===== config.mk =====
export PLATFORM = sky130hd
export DESIGN_NAME = player_controller
export DESIGN_NICKNAME = d
export VERILOG_FILES = /design/src/rtl/player_controller_pkg.sv /design/src/rtl/player_controller_frame_tick_gen.sv /design/src/rtl/player_controller.sv
export SDC_FILE = /design/constraint.sdc
export NUM_CORES = 1
export LEC_CHECK = 0
export CAP_MARGIN = 5
export CORE_ASPECT_RATIO = 0.5
export CORE_MARGIN = 3
export CORE_UTILIZATION = 45
export DETAILED_ROUTE_END_ITERATION = 16
export GPL_TIMING_DRIVEN = 1
export PLACE_DENSITY = 0.77
export REMOVE_ABC_BUFFERS = 1
export SKIP_LAST_GASP = 1
export SYNTH_ARGS = -nofsm -noshare
export SYNTH_HDL_FRONTEND = slang
export SYNTH_HIERARCHICAL = 1
export SYNTH_SLANG_ARGS = --single-unit

===== constraint.sdc =====
create_clock -name clk -period 3.8 [get_ports clk]
set_input_delay 0.38 -clock clk [delete_from_list [all_inputs] [get_ports clk]]
set_output_delay 0.38 -clock clk [all_outputs]
set_load 0.05 [all_outputs]

===== src/rtl/player_controller_pkg.sv =====
`default_nettype none
// ============================================================================
// Module      : player_controller_pkg
// Description : Shared grid limits, orientation/FSM encodings and tile helper
//               for the player controller, frame buffer controller and game logic.
// Revision    : 1.0 - initial release
// ============================================================================
package player_controller_pkg;

    localparam int         GRID_COLS     = 16;
    localparam int         GRID_ROWS     = 12;
    localparam logic [3:0] UNUSED_ID     = 4'hF;
    localparam logic [7:0] START_LOC     = 8'h57;
    localparam logic [13:0] UNUSED_ENTITY = {UNUSED_ID, 10'h000};

    typedef enum logic [1:0] {
        ORI_UP    = 2'b00,
        ORI_RIGHT = 2'b01,
        ORI_DOWN  = 2'b10,
        ORI_LEFT  = 2'b11
    } orient_t;

    typedef enum logic [1:0] {
        ATK_IDLE     = 2'd0,
        ATK_ACTIVE   = 2'd1,
        ATK_COOLDOWN = 2'd2
    } atk_state_t;

    // Returns {on_grid, location} of the tile next to loc in direction ori;
    // when the neighbour is off-grid the original location is returned.
    function automatic logic [8:0] adjacent_tile(input logic [7:0] loc, input orient_t ori);
        logic [3:0] row;
        logic [3:0] col;
        logic       ok;
        row = loc[7:4];
        col = loc[3:0];
        ok  = 1'b0;
        case (ori)
            ORI_UP: begin
                ok  = (row != 4'd0);
                row = row - 4'd1;
            end
            ORI_DOWN: begin
                ok  = (row != 4'(GRID_ROWS - 1));
                row = row + 4'd1;
            end
            ORI_LEFT: begin
                ok  = (col != 4'd0);
                col = col - 4'd1;
            end
            default: begin
                ok  = (col != 4'(GRID_COLS - 1));
                col = col + 4'd1;
            end
        endcase
        return ok ? {1'b1, row, col} : {1'b0, loc};
    endfunction

endpackage
`default_nettype wire


===== src/rtl/player_controller_frame_tick_gen.sv =====
`default_nettype none
// ============================================================================
// Module      : frame_tick_gen
// Description : Synchronises vsync and emits a one-cycle pulse per rising edge.
// Revision    : 1.0 - initial release
// ============================================================================
module frame_tick_gen (
    input  logic clk,
    input  logic reset,
    input  logic i_vsync,
    output logic o_frame_tick
);

    logic r_vs_meta;
    logic r_vs_sync;
    logic r_vs_prev;
    logic r_tick;

    always_ff @(posedge clk) begin
        if (reset) begin
            r_vs_meta <= 1'b0;
            r_vs_sync <= 1'b0;
            r_vs_prev <= 1'b0;
            r_tick    <= 1'b0;
        end else begin
            r_vs_meta <= i_vsync;
            r_vs_sync <= r_vs_meta;
            r_vs_prev <= r_vs_sync;
            r_tick    <= r_vs_sync & ~r_vs_prev;
        end
    end

    assign o_frame_tick = r_tick;

endmodule
`default_nettype wire


===== src/rtl/player_controller.sv =====
`default_nettype none
// ============================================================================
// Module      : player_controller
// Description : Grid movement of the player and sword attack FSM, frame paced.
// Revision    : 1.0 - initial release
// ============================================================================
module player_controller
    import player_controller_pkg::*;
#(
    parameter int         MOVE_PERIOD     = 8,
    parameter int         SWORD_FRAMES    = 4,
    parameter int         COOLDOWN_FRAMES = 8,
    parameter logic [3:0] PLAYER_ID       = 4'h1,
    parameter logic [3:0] SWORD_ID        = 4'h2
) (
    input  logic        clk,
    input  logic        reset,
    input  logic [3:0]  buttons,
    input  logic        attack,
    input  logic        vsync,
    output logic [13:0] player_entity,
    output logic [13:0] sword_entity
);

    localparam int MC_W   = (MOVE_PERIOD > 1) ? $clog2(MOVE_PERIOD) : 1;
    localparam int FC_MAX = (SWORD_FRAMES > COOLDOWN_FRAMES) ? SWORD_FRAMES : COOLDOWN_FRAMES;
    localparam int FC_W   = (FC_MAX > 1) ? $clog2(FC_MAX) : 1;

    localparam logic [MC_W-1:0] MOVE_MAX   = MC_W'(MOVE_PERIOD - 1);
    localparam logic [MC_W-1:0] MC_ONE     = MC_W'(1);
    localparam logic [FC_W-1:0] SWORD_LOAD = FC_W'(SWORD_FRAMES - 1);
    localparam logic [FC_W-1:0] COOL_LOAD  = FC_W'(COOLDOWN_FRAMES - 1);
    localparam logic [FC_W-1:0] FC_ONE     = FC_W'(1);
    localparam logic [FC_W-1:0] FC_ZERO    = '0;

    logic [3:0]      r_btn_meta;
    logic [3:0]      r_btn_sync;
    logic            r_atk_meta;
    logic            r_atk_sync;
    logic            r_atk_prev;
    logic            r_press;
    atk_state_t      r_state;
    logic [FC_W-1:0] r_fcnt;
    logic [MC_W-1:0] r_mcnt;
    logic [7:0]      r_loc;
    orient_t         r_ori;
    logic [13:0]     r_sword;

    logic            w_tick;
    logic            w_atk_edge;
    logic            w_dir_held;
    orient_t         w_dir;
    atk_state_t      w_state_nx;
    logic [FC_W-1:0] w_fcnt_nx;
    logic            w_press_nx;
    logic [MC_W-1:0] w_mcnt_nx;
    logic [7:0]      w_loc_nx;
    orient_t         w_ori_nx;
    logic [13:0]     w_sword_nx;
    logic [8:0]      w_step;
    logic [8:0]      w_sword_tile;

    frame_tick_gen u_frame_tick_gen (
        .clk          (clk),
        .reset        (reset),
        .i_vsync      (vsync),
        .o_frame_tick (w_tick)
    );

    assign w_atk_edge = r_atk_sync & ~r_atk_prev;
    assign w_dir_held = |r_btn_sync;

    // buttons = {right, left, down, up}; priority up > down > left > right
    always_comb begin
        w_dir = ORI_RIGHT;
        if (r_btn_sync[0])      w_dir = ORI_UP;
        else if (r_btn_sync[1]) w_dir = ORI_DOWN;
        else if (r_btn_sync[2]) w_dir = ORI_LEFT;
    end

    always_comb begin
        w_state_nx = r_state;
        w_fcnt_nx  = r_fcnt;
        w_press_nx = 1'b0;
        case (r_state)
            ATK_IDLE: begin
                w_press_nx = r_press | w_atk_edge;
                if (w_tick && w_press_nx) begin
                    w_state_nx = ATK_ACTIVE;
                    w_fcnt_nx  = SWORD_LOAD;
                    w_press_nx = 1'b0;
                end
            end
            ATK_ACTIVE: begin
                if (w_tick) begin
                    if (r_fcnt == FC_ZERO) begin
                        w_state_nx = ATK_COOLDOWN;
                        w_fcnt_nx  = COOL_LOAD;
                    end else begin
                        w_fcnt_nx  = r_fcnt - FC_ONE;
                    end
                end
            end
            ATK_COOLDOWN: begin
                if (w_tick) begin
                    if (r_fcnt == FC_ZERO) begin
                        w_state_nx = ATK_IDLE;
                    end else begin
                        w_fcnt_nx  = r_fcnt - FC_ONE;
                    end
                end
            end
            default: begin
                w_state_nx = ATK_IDLE;
                w_fcnt_nx  = FC_ZERO;
            end
        endcase
    end

    always_comb begin
        w_mcnt_nx    = r_mcnt;
        w_loc_nx     = r_loc;
        w_ori_nx     = r_ori;
        w_sword_nx   = r_sword;
        w_step       = adjacent_tile(r_loc, w_dir);
        w_sword_tile = 9'h000;
        if (w_tick) begin
            // a move attempt into a border still consumes the period
            if (w_dir_held && (r_mcnt == MOVE_MAX) && (r_state != ATK_ACTIVE)) begin
                w_mcnt_nx = '0;
                w_loc_nx  = w_step[7:0];
            end else if (r_mcnt != MOVE_MAX) begin
                w_mcnt_nx = r_mcnt + MC_ONE;
            end
            if (w_dir_held && (r_state != ATK_ACTIVE)) begin
                w_ori_nx = w_dir;
            end
            w_sword_tile = adjacent_tile(w_loc_nx, w_ori_nx);
            if (w_state_nx == ATK_ACTIVE) begin
                w_sword_nx = {(w_sword_tile[8] ? SWORD_ID : UNUSED_ID), w_ori_nx, w_sword_tile[7:0]};
            end else begin
                w_sword_nx = UNUSED_ENTITY;
            end
        end
    end

    always_ff @(posedge clk) begin
        if (reset) begin
            r_btn_meta <= 4'h0;
            r_btn_sync <= 4'h0;
            r_atk_meta <= 1'b0;
            r_atk_sync <= 1'b0;
            r_atk_prev <= 1'b0;
            r_press    <= 1'b0;
            r_state    <= ATK_IDLE;
            r_fcnt     <= '0;
            r_mcnt     <= '0;
            r_loc      <= START_LOC;
            r_ori      <= ORI_UP;
            r_sword    <= UNUSED_ENTITY;
        end else begin
            r_btn_meta <= buttons;
            r_btn_sync <= r_btn_meta;
            r_atk_meta <= attack;
            r_atk_sync <= r_atk_meta;
            r_atk_prev <= r_atk_sync;
            r_press    <= w_press_nx;
            r_state    <= w_state_nx;
            r_fcnt     <= w_fcnt_nx;
            r_mcnt     <= w_mcnt_nx;
            r_loc      <= w_loc_nx;
            r_ori      <= w_ori_nx;
            r_sword    <= w_sword_nx;
        end
    end

    assign player_entity = {PLAYER_ID, r_ori, r_loc};
    assign sword_entity  = r_sword;

endmodule
`default_nettype wire


### Word level (Yosys, flattened, before mapping)

Cells that the tools add are included.

* add/sub/neg operators: 10
* multiply operators: 0
* divide/modulo/power cells: 0
* magnitude comparators: 0
* equality and inequality tests: 18
* shifts and indexed selects: 0
* mux-type cells: 34
* bitwise gates (word level): 6
* reduce and logical (&&, ||, !) cells: 19

Operators by type and width (count)
* one-hot mux 4 bit (2 select lines): 4
* 2-to-1 mux 8 bit: 3
* 2-to-1 mux 3 bit: 7
* 2-to-1 mux 2 bit: 10
* adder 4 x 1 -> 4 bit (second input constant): 4
* != test 4 bit (second input constant): 4
* nonzero test 4 bit: 4
* subtractor 4 x 1 -> 4 bit (second input constant): 4
* 2-to-1 mux 14 bit: 1
* 2-to-1 mux 4 bit: 3
* equality test 2 bit (second input constant): 5
* 2-to-1 mux 9 bit: 1
* one-hot mux 3 bit (3 select lines): 1
* logical NOT 2 bit: 3
* != test 2 x 1 -> 1 bit (second input constant): 3
* one-hot mux 1 bit (3 select lines): 2
* one-hot mux 2 bit (3 select lines): 1
* equality test 2 x 1 -> 1 bit (second input constant): 2
* logical AND 1 bit: 4
* != test 2 bit (second input constant): 2
* AND reduction 4 bit: 1
* OR reduction 2 bit: 2
* OR reduction 4 bit: 1
* adder 3 x 1 -> 3 bit (second input constant): 1
* other kinds (11): 14

* register bits: 48
* bits in latches: 0
* bits in writable memories: 0
* memory bits (read-only): 0
* output and inout bits: 28
* memories: 0

### Depth between registers and ports, before layout

* depth in word-level cells: 15
* depth in mapped cells: 14

### Cells and area by module

Netlist, hierarchy kept.

Modules (own cells, without submodules)
* player_controller: instances 1, cells an instance 283, area an instance 2534.9 µm², sequential area each 820.8 µm²
* frame_tick_gen: instances 1, cells an instance 8, area an instance 111.4 µm², sequential area each 80.1 µm²

### Worst setup path before layout

No wires, ideal clock.

* path kind: register -> register
* from: register r_loc[7]
* to: register r_sword[7], in the netlist sword_entity[7]
* setup time: 0.117 ns
* arrival: 3.183 ns
* path slack: 0.499 ns
* cell stages (with the launch flop): 13
* path buffers: 1
* path through: dfxtp_1 buf_4 or4b_4 a21oi_4 nor2_1 mux2_2 inv_1 ha_1 a21o_1 a21oi_2 xnor2_1 or4_1 a32o_1

* longest elaborated chain between the ends: 10
* elaborated cells on any way between the ends: 21
* those cells by class: add/sub: 4; eq/ne: 3; mux: 11; reduce/logical: 3

RTL lines
* from (decl): line player_controller.sv:45 `logic [7:0] r_loc;`
* from (signal assigned): line player_controller.sv:171 `r_loc <= w_loc_nx;`
* adder 4 x 1 -> 4 bit (tied with other cells): line player_controller_pkg.sv:45 `row = row + 4'd1;`
* one-hot mux 4 bit (2 select lines) / one-hot mux 1 bit (3 select lines) (equally long branches): line player_controller_pkg.sv:38 `case (ori)`
* 2-to-1 mux 8 bit: line player_controller_pkg.sv:56 `return ok ? {1'b1, row, col} : {1'b0, loc};`
* 2-to-1 mux 8 bit *: line player_controller.sv:129 `if (w_dir_held && (r_mcnt == MOVE_MAX) && (r_state != ATK_ACTIVE)) begin`
* 2-to-1 mux 8 bit *: line player_controller.sv:127 `if (w_tick) begin`
* adder 4 x 1 -> 4 bit (tied with other cells): line player_controller_pkg.sv:45
* one-hot mux 4 bit (2 select lines) / one-hot mux 1 bit (3 select lines) (equally long branches): line player_controller_pkg.sv:38
* 2-to-1 mux 4 bit / 2-to-1 mux 1 bit (equally long branches): line player_controller.sv:127
* 2-to-1 mux 9 bit *: line player_controller_pkg.sv:56
* 2-to-1 mux 14 bit *: line player_controller.sv:139 `if (w_state_nx == ATK_ACTIVE) begin`
* to (signal assigned): line player_controller.sv:173 `r_sword <= w_sword_nx;`
* to (decl): line player_controller.sv:47 `logic [13:0] r_sword;`

Mark *: on every way between the ends. The rest lies on a longest branch, timed or not. The select of a mux whose other input is x is not followed.
A chain may end at the register's enable or synchronous reset.

### Worst setup path in the final report

* from: register r_mcnt[0]
* to: register r_sword[7], in the netlist sword_entity[7]

* longest elaborated chain between the ends: 10
* elaborated cells on any way between the ends: 17
* those cells by class: add/sub: 2; eq/ne: 3; mux: 8; reduce/logical: 4

RTL lines
* from (decl): line player_controller.sv:44 `logic [MC_W-1:0] r_mcnt;`
* from (signal assigned): line player_controller.sv:170 `r_mcnt <= w_mcnt_nx;`
* equality test 3 bit *: line player_controller.sv:129
* logical AND 1 bit * (2 in a row): line player_controller.sv:129
* 2-to-1 mux 8 bit *: line player_controller.sv:129
* 2-to-1 mux 8 bit *: line player_controller.sv:127
* adder 4 x 1 -> 4 bit (tied with other cells): line player_controller_pkg.sv:45
* one-hot mux 4 bit (2 select lines) / one-hot mux 1 bit (3 select lines) (equally long branches): line player_controller_pkg.sv:38
* 2-to-1 mux 4 bit / 2-to-1 mux 1 bit (equally long branches): line player_controller.sv:127
* 2-to-1 mux 9 bit *: line player_controller_pkg.sv:56
* 2-to-1 mux 14 bit *: line player_controller.sv:139

Marked as above.

==> parameters.txt <==
Parameter                              Value

Outcome
  Outcome ... completed

Clock tree
  # H-tree levels ... 2
  Post-CTS setup buffer count ... 0
  Root Buffer ... sky130_fd_sc_hd__clkbuf_16
  Clock tree from TritonCTS ... built
  Sinks on Clock Net ... 45
  Largest buffer count on any clock path ... 2
  Number of buffers created by CTS ... 5
  Worst-Skew Late Latency ... 0.29 ns
  Post-CTS Hold Fix Bufs ... 0
  Clock-pin slew on the worst setup and hold paths ... 0.06 ns
  Post-cts repair resize count ... 0

Floorplan
  Number of primary I/O pins ... 36
  Core area ... 5587 um^2
  Area of the die ... 6893 um^2
  DIE WIDTH ... 114.5 um
  Die outline height ... 60.23 um
  Count of standard-cell rows ... 19
  Starting utilization of the core area ... 47.37%

Worst setup path
  Element type at the critical path end ... register
  Maximum fanout along the worst path ... 7
  Largest stage delay on the critical path ... approximately 0.43 ns
  Setup crit start kind ... register
  Slowest stage cell on the critical path ... sky130_fd_sc_hd__or3_4
  R2R depth ... 13
  Critical Path RT ... 3.98 ns
  Critical Path AT ... 3.64 ns
  Most used cell, CP ... sky130_fd_sc_hd__ha_1
  List of cells traversed by the critical path ... ha_1 -> ha_1 -> inv_1 -> or3_4 -> nor2_1 -> mux2_2 -> inv_1 -> ha_1 -> a21o_1 -> a21oi_2 -> xnor2_1 -> or4_1 -> a32o_1
  Crit Path Class ... reg2reg

Yosys
  Synth Area in Compound Gates ... 17.40%
  Post-synthesis share of cell area spent on and, or, nand and nor gates ... between 20% and 30%
  Register bit count reported by yosys ... 45
  Main combinational cell family by area after synthesis ... simple AND/OR/NAND/NOR gates
  Share of async-settable or async-resettable flops after synthesis ... 0%
  Adder and majority cell fraction of the synthesized area ... 7.470%
  Count of warnings emitted by yosys ... 6
  Library cells used by synthesis ... 63
  XOR/XNOR share of the synthesized area ... 4.586%
  Mean cell area of the mapped netlist ... 9.094 um^2
  Number of flops mapped to enable cells by yosys ... 0
  Area of the mapped netlist ... between 2000 and 3000 um^2
  Sequential share of the synthesized area ... 34.04%
  Fraction of synthesized area in multiplexers ... 5.768%
  Commonest register cell after synthesis ... sky130_fd_sc_hd__dfxtp_1
  Cells after synthesis ... 291

Power
  Standby leakage power ... between 1 and 1.5 nW
  Power density relative to cell area ... 351.7 nW/um^2
  Worst vdd rail ir drop ... 0.1809 mV

Route
  Routed WL ... 5345 um
  Highest routed metal layer ... met4
  Met2 WL post-DR ... 2395 um
  Met1 Wirelength ... 2561 um
  First drt pass iteration count ... 4
  Via/cell ratio ... 5.426
  Vias ... 2089
  Residual DRC count ... 0
  Met3 wirelength from detailed routing ... 312 um
  Initial DRC Count ... 118
  Per-cell routed wire length ... 13.88 um
  Residual antenna-violating net count after detailed routing ... 0

Placed design
  Buffers added on ports ... 30
  Hpwl dp ... 3922 um
  GPL Wtd Cong ... 0.8924

Layout
  Post-synthesis to final-layout area growth ... 16.26%
  Most common cell after layout, fill and taps aside ... sky130_fd_sc_hd__dfxtp_1
  Layout Utilization ... 55.07%
  Layout cell share with drive strength beyond 1 ... 10.26%
  # nets final ... between 300 and 400
  Commonest non-fill, non-tap cells in the layout ... 45 x sky130_fd_sc_hd__dfxtp_1, 30 x sky130_fd_sc_hd__clkdlybuf4s50_1, 27 x sky130_fd_sc_hd__nand2_1, 20 x sky130_fd_sc_hd__nor2_1, 16 x sky130_fd_sc_hd__nor2b_1
  Fill cell count ... 506
  Antenna Diode Count ... 0

STA
  Worst setup skew after layout ... between 0.005 and 0.006 ns
  Transition time at the pin with the least slew margin ... 0.9566 ns
  Portion of the clock cycle consumed by the worst path in the final layout ... 90.85%
  Final hold violation count ... 0
  Pins Over Slew Limit ... 0
  Min Clock Period, post-route ... 3.452 ns
  Final setup fails ... 0
  Setup Total Neg Slack ... 0 ns
  Slew HR ... 35.99%
  Peak Freq ... between 200 and 300 MHz
  RSZ-0062 raised after global routing ... false

Min path
  Count of cells along the worst hold path ... 1
  Class of the tightest hold or removal check ... reg2reg

Global routing
  First-pass GRT wire length ... 9004 um
  Initial antenna violation count ... 0
  GRT Residual Overflow ... 0
  Total global routing track utilization ... 16.40%
  Via count of the first global-routing pass ... 1920
  Pin count of the biggest net entering global routing ... 27

Run
  Count of maximum capacitance violations ... 0
-- area by class of cell --
class | instances | area [um^2] | share of cell area [%]
clock buffers | 6 | 138.9 | 4.514
repair buffers | 32 | 315.3 | 10.25
well taps | 73 | 91.34 | 2.969
flip-flops and latches | 45 | 900.9 | 29.28
clock inverters | 2 | 17.52 | 0.5693
inverters | 14 | 52.55 | 1.708
multi-input cells | 213 | 1560 | 50.71
-- metrics by stage --
| stage | total power, mW | instance area [um^2] | hold WS, ns | setup slack (ns) | instances |
|---|---|---|---|---|---|
| after floorplan | 0.5985 | 2514 | 0.3868 | 0.5736 | 272 |
| after global placement | 0.6345 | 2920 | 0.3941 | 0.5135 | 377 |
| after detailed placement | 0.6377 | 2920 | 0.4011 | 0.4031 | 377 |
| after CTS | 1.092 | 3077 | 0.4050 | 0.3643 | 385 |
| after global routing | 1.127 | 3077 | 0.4311 | 0.2351 | 385 |
| final | 1.082 | 3077 | 0.4029 | 0.3476 | 385 |
-- layer usage --
metal  global-route usage [%]  up-vias
met3                    3.134        7
met4                    6.599        0
li1                         -     1049
met5                        0        -
met1                    21.64      974
met2                    26.72       59
-- path summary, 6_finish.rpt --
check	from	slack, ns	endpoint
worst max-delay path	r_mcnt[0]	0.35	sword_entity[7]
worst min-delay path	u_frame_tick_gen/r_vs_prev	0.40	u_frame_tick_gen/o_frame_tick
worst max register to register	r_mcnt[0]	0.35	sword_entity[7]
worst min register to register	u_frame_tick_gen/r_vs_prev	0.40	u_frame_tick_gen/o_frame_tick
-- Yosys cell counts, types with 2 or more instances --
cell type	n	area share [%]
sky130_fd_sc_hd__nand2_1	27	3.8
sky130_fd_sc_hd__o211ai_1	4	1.1
sky130_fd_sc_hd__and3_1	2	0.47
sky130_fd_sc_hd__conb_1	2	0.28
sky130_fd_sc_hd__buf_2	4	0.76
sky130_fd_sc_hd__dfxtp_1	45	34
sky130_fd_sc_hd__and2_1	2	0.47
sky130_fd_sc_hd__o31ai_1	2	0.57
sky130_fd_sc_hd__inv_1	14	2.0
sky130_fd_sc_hd__and3b_1	2	0.66
sky130_fd_sc_hd__nor4_2	2	0.95
sky130_fd_sc_hd__a21o_1	3	0.85
sky130_fd_sc_hd__nand4b_1	2	0.66
sky130_fd_sc_hd__xor2_1	7	2.3
sky130_fd_sc_hd__nand3_1	5	0.95
sky130_fd_sc_hd__o21ai_0	11	2.1
sky130_fd_sc_hd__nor3_2	2	0.76
sky130_fd_sc_hd__xnor2_1	5	1.7
sky130_fd_sc_hd__a22oi_1	3	0.85
sky130_fd_sc_hd__or3_1	4	0.95
sky130_fd_sc_hd__nand2b_1	3	0.71
sky130_fd_sc_hd__nor3_1	4	0.76
sky130_fd_sc_hd__ha_1	11	5.2
sky130_fd_sc_hd__a22o_1	5	1.7
sky130_fd_sc_hd__nor4_1	2	0.47
sky130_fd_sc_hd__nor2b_1	16	3.8
sky130_fd_sc_hd__buf_4	9	2.6
sky130_fd_sc_hd__buf_6	3	1.3
sky130_fd_sc_hd__a32o_1	2	0.76
sky130_fd_sc_hd__a21oi_1	13	2.5
sky130_fd_sc_hd__mux2i_1	13	4.9
sky130_fd_sc_hd__clkbuf_1	5	0.71
sky130_fd_sc_hd__a211oi_1	4	1.1
sky130_fd_sc_hd__fa_1	3	2.3
sky130_fd_sc_hd__nor2_1	20	2.8
sky130_fd_sc_hd__mux2_2	2	0.85
sky130_fd_sc_hd__nor3b_2	2	0.95
-- state kept, by name, indices dropped and copies added (netlist names) --
register                       count
r_atk_meta                         1
r_atk_prev                         1
r_atk_sync                         1
r_btn_meta                         4
r_btn_sync                         4
r_fcnt                             3
r_loc                              8
r_mcnt                             3
r_ori                              2
r_press                            1
r_state                            2
sword_entity                      11
u_frame_tick_gen/o_frame_tick      1
u_frame_tick_gen/r_vs_meta         1
u_frame_tick_gen/r_vs_prev         1
u_frame_tick_gen/r_vs_sync         1
-- report_power, final --
part,total [mW],internal (mW),switching (mW)
combinational,0.137,0.0540,0.0826
sequential,0.492,0.482,0.00952
clock,0.454,0.265,0.188
-- cells by family after synthesis --
logic type	Yosys count
flip-flops	45
buffers and inverters	36
AO/OA/AOI/OAI	60
multiplexers	15
AND/OR/NAND/NOR	106
XOR/XNOR	13
other	2
adder cells (fa/ha/maj)	14
-- critical path, delay by kind of cell (launching register included) --
family | cells | cell delay (ns)
AND/OR/NAND/NOR | 3 | 0.97
adder cells (fa/ha/maj) | 3 | 0.67
AO/OA/AOI/OAI | 3 | 0.57
multiplexers | 1 | 0.37
flip-flops | 1 | 0.35
buffers and inverters | 2 | 0.33
XOR/XNOR | 1 | 0.08
(Power assumes the default switching activity.)
